==> config.mk <==
export PLATFORM = sky130hd
export DESIGN_NAME = mult_cpa_stage
export DESIGN_NICKNAME = d
export VERILOG_FILES = /design/src/rtl/mult_cpa_stage.sv
export SDC_FILE = /design/constraint.sdc
export NUM_CORES = 1
export LEC_CHECK = 0
export BUFFER_PORTS_ARGS = -buffer_cell sky130_fd_sc_hd__clkbuf_2
export CORE_ASPECT_RATIO = 0.9
export CORE_MARGIN = 2
export CORE_UTILIZATION = 50
export CTS_CLUSTER_DIAMETER = 40
export DETAILED_ROUTE_END_ITERATION = 8
export HOLD_SLACK_MARGIN = 0.12
export PLACE_DENSITY = 0.77
export SETUP_SLACK_MARGIN = 0.2
export SLEW_MARGIN = 20
export SYNTH_ARGS = -nofsm -noshare
export SYNTH_HDL_FRONTEND = slang
export SYNTH_SLANG_ARGS = --single-unit
==> constraint.sdc <==
create_clock -name clk -period 2.9 [get_ports clk]
set_input_delay 0.435 -clock clk [delete_from_list [all_inputs] [get_ports clk]]
set_output_delay 0.435 -clock clk [all_outputs]
set_load 0.005 [all_outputs]
==> src/rtl/mult_cpa_stage.sv <==
// -----------------------------------------------------------------------------
// mult_cpa_stage
//   Final carry-propagate adder for the integer multiplier. It takes the
//   redundant sum/carry pair from the last 3:2 compressor and resolves it into
//   a 64-bit product in two pipeline stages. It then returns either the low or
//   the high 32-bit word of that product.
//     S1 : adds the low halves and keeps the carry out of bit 31 (c32). It also
//          holds the unresolved high halves, the word select and the tag.
//     S2 : adds the high halves together with c32. It then registers the
//          selected word. S2 is the output register.
//   The bench-visible handshake is valid/ready on both sides. flush kills both
//   stages. rst is synchronous, active-high, and has priority over everything.
//
// Ports
//   clk        in   clock, all state updates on the rising edge
//   rst        in   synchronous active-high reset
//   flush      in   discard every in-flight operation
//   in_valid   in   sum/carry pair presented
//   in_ready   out  stage accepts an input this cycle (combinational)
//   in_sum     in   [63:0] redundant sum vector
//   in_carry   in   [63:0] redundant carry vector, aligned with in_sum
//   in_hi      in   0 = return product[31:0], 1 = return product[63:32]
//   in_tag     in   [TAG_W-1:0] destination tag, passed through
//   out_valid  out  result valid
//   out_ready  in   downstream accepts the result
//   out_result out  [31:0] selected product word
//   out_tag    out  [TAG_W-1:0] tag of the result
//   busy       out  any stage holds a valid operation
// -----------------------------------------------------------------------------
module mult_cpa_stage #(
  parameter int TAG_W = 5
) (
  input  logic             clk,
  input  logic             rst,
  input  logic             flush,
  input  logic             in_valid,
  output logic             in_ready,
  input  logic [63:0]      in_sum,
  input  logic [63:0]      in_carry,
  input  logic             in_hi,
  input  logic [TAG_W-1:0] in_tag,
  output logic             out_valid,
  input  logic             out_ready,
  output logic [31:0]      out_result,
  output logic [TAG_W-1:0] out_tag,
  output logic             busy
);

  // S1 state
  logic             s1_valid_q,   s1_valid_d;
  logic [31:0]      s1_lo_q,      s1_lo_d;
  logic             s1_c32_q,     s1_c32_d;
  logic [31:0]      s1_sum_hi_q,  s1_sum_hi_d;
  logic [31:0]      s1_carry_hi_q, s1_carry_hi_d;
  logic             s1_hi_q,      s1_hi_d;
  logic [TAG_W-1:0] s1_tag_q,     s1_tag_d;

  // S2 (output register) state
  logic             out_valid_q,  out_valid_d;
  logic [31:0]      out_result_q, out_result_d;
  logic [TAG_W-1:0] out_tag_q,    out_tag_d;

  // Handshake and datapath helpers
  logic             adv2_s;
  logic             in_xfer_s;
  logic             s1_to_s2_s;
  logic [32:0]      lo_add_s;
  logic [31:0]      hi_add_s;

  // Handshake decode. S2 can take new data when it is empty or being drained.
  // in_ready does not look at in_valid, so no combinational loop can form upstream.
  always_comb begin
    adv2_s     = ~out_valid_q | out_ready;
    in_ready   = ~flush & (~s1_valid_q | adv2_s);
    in_xfer_s  = in_valid & in_ready;
    s1_to_s2_s = s1_valid_q & adv2_s;
  end

  // Split carry-propagate add. The low half is added on entry to S1. The high
  // half is completed on entry to S2 using the registered c32. Any carry out
  // of bit 63 falls off the 32-bit high-half adder.
  always_comb begin
    lo_add_s = {1'b0, in_sum[31:0]} + {1'b0, in_carry[31:0]};
    hi_add_s = s1_sum_hi_q + s1_carry_hi_q + {31'd0, s1_c32_q};
  end

  // Next-state for both stages. flush clears both valid bits and blocks every
  // transfer. Data registers only move on a transfer, so the output word stays
  // frozen while it waits for out_ready.
  always_comb begin
    s1_valid_d    = s1_valid_q;
    s1_lo_d       = s1_lo_q;
    s1_c32_d      = s1_c32_q;
    s1_sum_hi_d   = s1_sum_hi_q;
    s1_carry_hi_d = s1_carry_hi_q;
    s1_hi_d       = s1_hi_q;
    s1_tag_d      = s1_tag_q;
    out_valid_d   = out_valid_q;
    out_result_d  = out_result_q;
    out_tag_d     = out_tag_q;

    if (flush) begin
      s1_valid_d  = 1'b0;
      out_valid_d = 1'b0;
    end else begin
      // S1: reload on input transfer, even when it drains in the same cycle.
      if (in_xfer_s) begin
        s1_valid_d    = 1'b1;
        s1_lo_d       = lo_add_s[31:0];
        s1_c32_d      = lo_add_s[32];
        s1_sum_hi_d   = in_sum[63:32];
        s1_carry_hi_d = in_carry[63:32];
        s1_hi_d       = in_hi;
        s1_tag_d      = in_tag;
      end else if (s1_to_s2_s) begin
        s1_valid_d = 1'b0;
      end else begin
        s1_valid_d = s1_valid_q;
      end

      // S2: a drain from S1 keeps out_valid high across an output transfer.
      if (s1_to_s2_s) begin
        out_valid_d  = 1'b1;
        out_result_d = s1_hi_q ? hi_add_s : s1_lo_q;
        out_tag_d    = s1_tag_q;
      end else if (out_ready) begin
        out_valid_d = 1'b0;
      end else begin
        out_valid_d = out_valid_q;
      end
    end
  end

  // Pipeline registers with synchronous reset.
  always_ff @(posedge clk) begin
    if (rst) begin
      s1_valid_q    <= 1'b0;
      s1_lo_q       <= 32'd0;
      s1_c32_q      <= 1'b0;
      s1_sum_hi_q   <= 32'd0;
      s1_carry_hi_q <= 32'd0;
      s1_hi_q       <= 1'b0;
      s1_tag_q      <= '0;
      out_valid_q   <= 1'b0;
      out_result_q  <= 32'd0;
      out_tag_q     <= '0;
    end else begin
      s1_valid_q    <= s1_valid_d;
      s1_lo_q       <= s1_lo_d;
      s1_c32_q      <= s1_c32_d;
      s1_sum_hi_q   <= s1_sum_hi_d;
      s1_carry_hi_q <= s1_carry_hi_d;
      s1_hi_q       <= s1_hi_d;
      s1_tag_q      <= s1_tag_d;
      out_valid_q   <= out_valid_d;
      out_result_q  <= out_result_d;
      out_tag_q     <= out_tag_d;
    end
  end

  // Output drive from the registers.
  always_comb begin
    out_valid  = out_valid_q;
    out_result = out_result_q;
    out_tag    = out_tag_q;
    busy       = s1_valid_q | out_valid_q;
  end

endmodule

==> flow_summary_export.csv <==
group,metric,value,unit
status,status,"complete, no violations",
logic_synthesis,syn_nets,1293,
sta,slew_viol_final,0,
cts,cts_sinks,142,
grt,grtUsageTotal,23.9,%
route,wl_met3,1150,µm
logic_synthesis,synth_most_common_cell,"nand2_1",
logic_synthesis,ys.warnings.count,0,
place,detailedPlace.worstSlack,-0.0935,ns
setup_path,worstPathArrival,3.19,ns
setup_path,worstSetupEndpointType,"flop",
setup_path,reg2reg_from,"s1_sum_hi_q[0]$_SDFFE_PP0P_",
sta,setup_tns,0,ns
floorplanning,die_area,18000,µm²
floorplanning,initial_utilization,50.7,%
route,drc,0,
cells_and_area,layout.nets,1459,
hold_path,holdPathEnd,"s1_carry_hi_q[6]$_SDFFE_PP0P_",
cells_and_area,num_antenna_cells,0,
sta,clock_skew,0.00919,ns
logic_synthesis,ys_types,63,
sta,fmaxAchievable,350,MHz
hold_path,hold_path.class,"input pin to flop",
route,met1_length,10400,µm
setup_path,crit_top_cell,"fa_2",
place,hpwl,16300,µm
logic_synthesis,netlist_top_cells_count,"nand2_1 (214), a21oi_1 (153), dfxtp_1 (142)",
power,ir_worst_vdd,494,µV
sta,period_share,98.6,%
sta,rsz0062_at_grt,"yes",
grt,grt_max_degree,61,
route,detail-route-antenna-nets,0,
route,firstDrtPassIters,5,
place,gp_congestion,0.917,
setup_path,cp-start-kind,"flop",
logic_synthesis,synth_top_area_share,33.5,%
power,powerDensity,494,nW/µm²
route,drt_iter0_drc,404,
cells_and_area,fillers,1469,
cts,cts-root-buf,"clkbuf_16",
sta,maxSlewHeadroom,49.0,%
setup_path,timing.critical_path.buf_inv,0,
grt,grt_pass1_wl,35000,µm
setup_path,timing.rr.end,"out_result[28]$_SDFFE_PP0P_",
sta,finalSetupViolations,0,
cells_and_area,layout-drive-gt1-share,23.6,%
setup_path,ff2ff_path_depth,11,
logic_synthesis,ys_ff_latch,142,
floorplanning,placementRows,45,
setup_path,r2r_slack,0.04,ns
logic_synthesis,ys_top_cells_by_area,"dfxtp_1 (34%), nand2_1 (9.5%), ha_1 (9.1%)",
cts,cts_made_buffers,17,
logic_synthesis,ys.flop_type,"dfxtp_1",
route,num_vias,8266,
grt,grt_pass1_vias,7415,
logic_synthesis,async_reset_ff_share,0,%
cts,clk_pin_slew,0.06,ns
cts,clk_latency,0.42,ns
route,wire_per_inst,15.2,µm
setup_path,path_max_fanout,3,
logic_synthesis,synth_edf_count,0,
cts,clk_path_buf_depth,2,
route,maxUsedRoutingLayer,"met4",
place,port_buffers,178,
setup_path,worst-setup-path-type,"flop to flop",
logic_synthesis,syn_area_per_cell,7.79,µm²
grt,grt_overflow,0,
route,wirelength,22400,µm
cts,htreeDepth,4,
setup_path,cpPeakStageDelay,0.40,ns
hold_path,whs_path_depth,3,
power,power.static_leakage,4.67,nW
setup_path,path_cells,"fa_2, fa_2, a21o_1, a221oi_2, nand4bb_4, a21oi_4, o41ai_4, o31a_1, o21ai_1, xnor2_1, a211oi_1",
floorplanning,dieWidth,141,µm
sta,finalCriticalPeriod,2.86,ns
floorplanning,ios,179,
setup_path,cp.required,3.23,ns
route,dr_wl_met2,10500,µm
logic_synthesis,synth_cells,1089,
grt,antenna_found_initial,0,
cells_and_area,syn_to_final_growth,23.8,%
setup_path,crit_family,"compound AO/OA/AOI/OAI gates",
sta,worst_pin_slew,0.765,ns
hold_path,hold_start,"in_carry[38]",
sta,setup_slack,0.0413,ns
floorplanning,fp.coreArea,16700,µm²
route,via_per_inst,5.59,
logic_synthesis,netlist_area,8480,µm²
logic_synthesis,ys_seq_area_share,33.5,%
setup_path,cp_slowest_cell,"fa_2",
cts,cts_tree,"built",
sta,finalHoldViolations,0,
floorplanning,die_h,128,µm
logic_synthesis,synth_largest_area_cell,"dfxtp_1",
flow_run,cap_violations,0,
==> final cells by class <==
| type | count | area, µm² | area share, % |
|---|---|---|---|
| Multi-Input combinational cell | 866 | 5550 | 52.9 |
| Sequential cell | 142 | 2850 | 27.1 |
| Timing Repair Buffer | 215 | 1220 | 11.6 |
| Clock buffer | 21 | 480 | 4.58 |
| Tap cell | 211 | 264 | 2.51 |
| Clock inverter | 10 | 88.8 | 0.846 |
| Inverter | 13 | 48.8 | 0.465 |
==> what timing repair did <==
action                                  CTS  global route
hold buffers                              0             0
buffers inserted                          3             5
pin swaps                                17            15
resized for setup                        12            26
endpoints found under the setup margin   13            19
==> cells in the final DEF (no fill, tap or decap), types with 4 or more instances in the layout <==
cell type and instances:
a211oi_1 34, a21o_1 39, a21oi_1 149, a31oi_1 14, and2_1 4, and3_1 6
buf_4 33, clkbuf_16 17, clkbuf_2 177, clkbuf_8 4, clkinv_2 4, clkinvlp_4 4
dfxtp_1 136, dfxtp_2 6, ha_1 57, inv_1 13, mux2i_1 22, nand2_1 212
nand2b_1 7, nand3_1 23, nand4_1 9, nor2_1 62, nor2b_1 7, nor3_1 21
nor4b_1 4, o211ai_1 8, o21a_1 5, o21ai_0 43, o21bai_1 5, or2_2 5
or3_1 7, xnor2_1 31, xor2_1 15
==> tightest hold or removal path, cell delays in order <==
cell and delay (ns):
clkbuf_2 0.08, nand2_1 0.05, a21oi_1 0.05
==> metrics by stage <==
stage | total power, mW | instance area, µm² | instances | hold slack (ns) | utilization (%)
finish | 5.19 | 10500 | 1478 | 0.231 | 62.8
global route | 5.42 | 10500 | 1478 | 0.225 | 62.8
CTS | 5.18 | 10300 | 1473 | 0.224 | 61.8
detailed placement | 3.11 | 9680 | 1439 | 0.445 | 57.9
global placement | 3.09 | 9680 | 1439 | 0.438 | 57.9
floorplan | 2.78 | 8510 | 1089 | 0.425 | -
==> registers in the layout, summed over array words and instances (netlist names), 5 cells and up <==
| register | flops |
|---|---|
| out_result | 32 |
| s1_carry_hi_q | 32 |
| s1_lo_q | 32 |
| s1_sum_hi_q | 32 |
| out_tag | 5 |
| s1_tag_q | 5 |
==> logic make-up after synthesis <==
kind of cell               count (synthesis)  synth area share, %
and+or+nand+nor                          385                 20.0
AOI/OAI and AO/OA                        345                 25.3
DFF                                      142                 33.5
buffers and inverters                     81                 3.64
adders and majority gates                 65                 9.85
xor gates and xnor gates                  49                 5.06
muxes                                     22                 2.60
==> worst max path at each step <==
stage                                             start                          end  slack, ns  cells after the start
after global routing        s1_sum_hi_q[0]$_SDFFE_PP0P_  out_result[28]$_SDFFE_PP0P_      -0.12                     11
after floorplan           s1_carry_hi_q[0]$_SDFFE_PP0P_  out_result[28]$_SDFFE_PP0P_        0.1                     11
after detailed placement                      in_sum[6]     s1_lo_q[29]$_SDFFE_PP0P_      -0.09                     11
after global placement                        in_sum[0]     s1_lo_q[28]$_SDFFE_PP0P_      -0.02                     13
final                       s1_sum_hi_q[0]$_SDFFE_PP0P_  out_result[28]$_SDFFE_PP0P_       0.04                     11
after CTS                   s1_sum_hi_q[0]$_SDFFE_PP0P_  out_result[24]$_SDFFE_PP0P_      -0.05                     11
==> layer usage <==
layer	vias to the layer above	global-route usage, %
li1	4208	-
met4	0	6.59
met2	205	40.1
met3	32	5.02
met5	-	0
met1	3821	31.2
==> power breakdown <==
| group | leakage, nW | switching (mW) | internal, mW |
|---|---|---|---|
| sequential | 1.16 | 0.0708 | 2.05 |
| clock | 0.273 | 0.829 | 1.26 |
| combinational | 3.23 | 0.544 | 0.435 |
| total | 4.67 | 1.44 | 3.74 |
(Power assumes the default switching activity.)
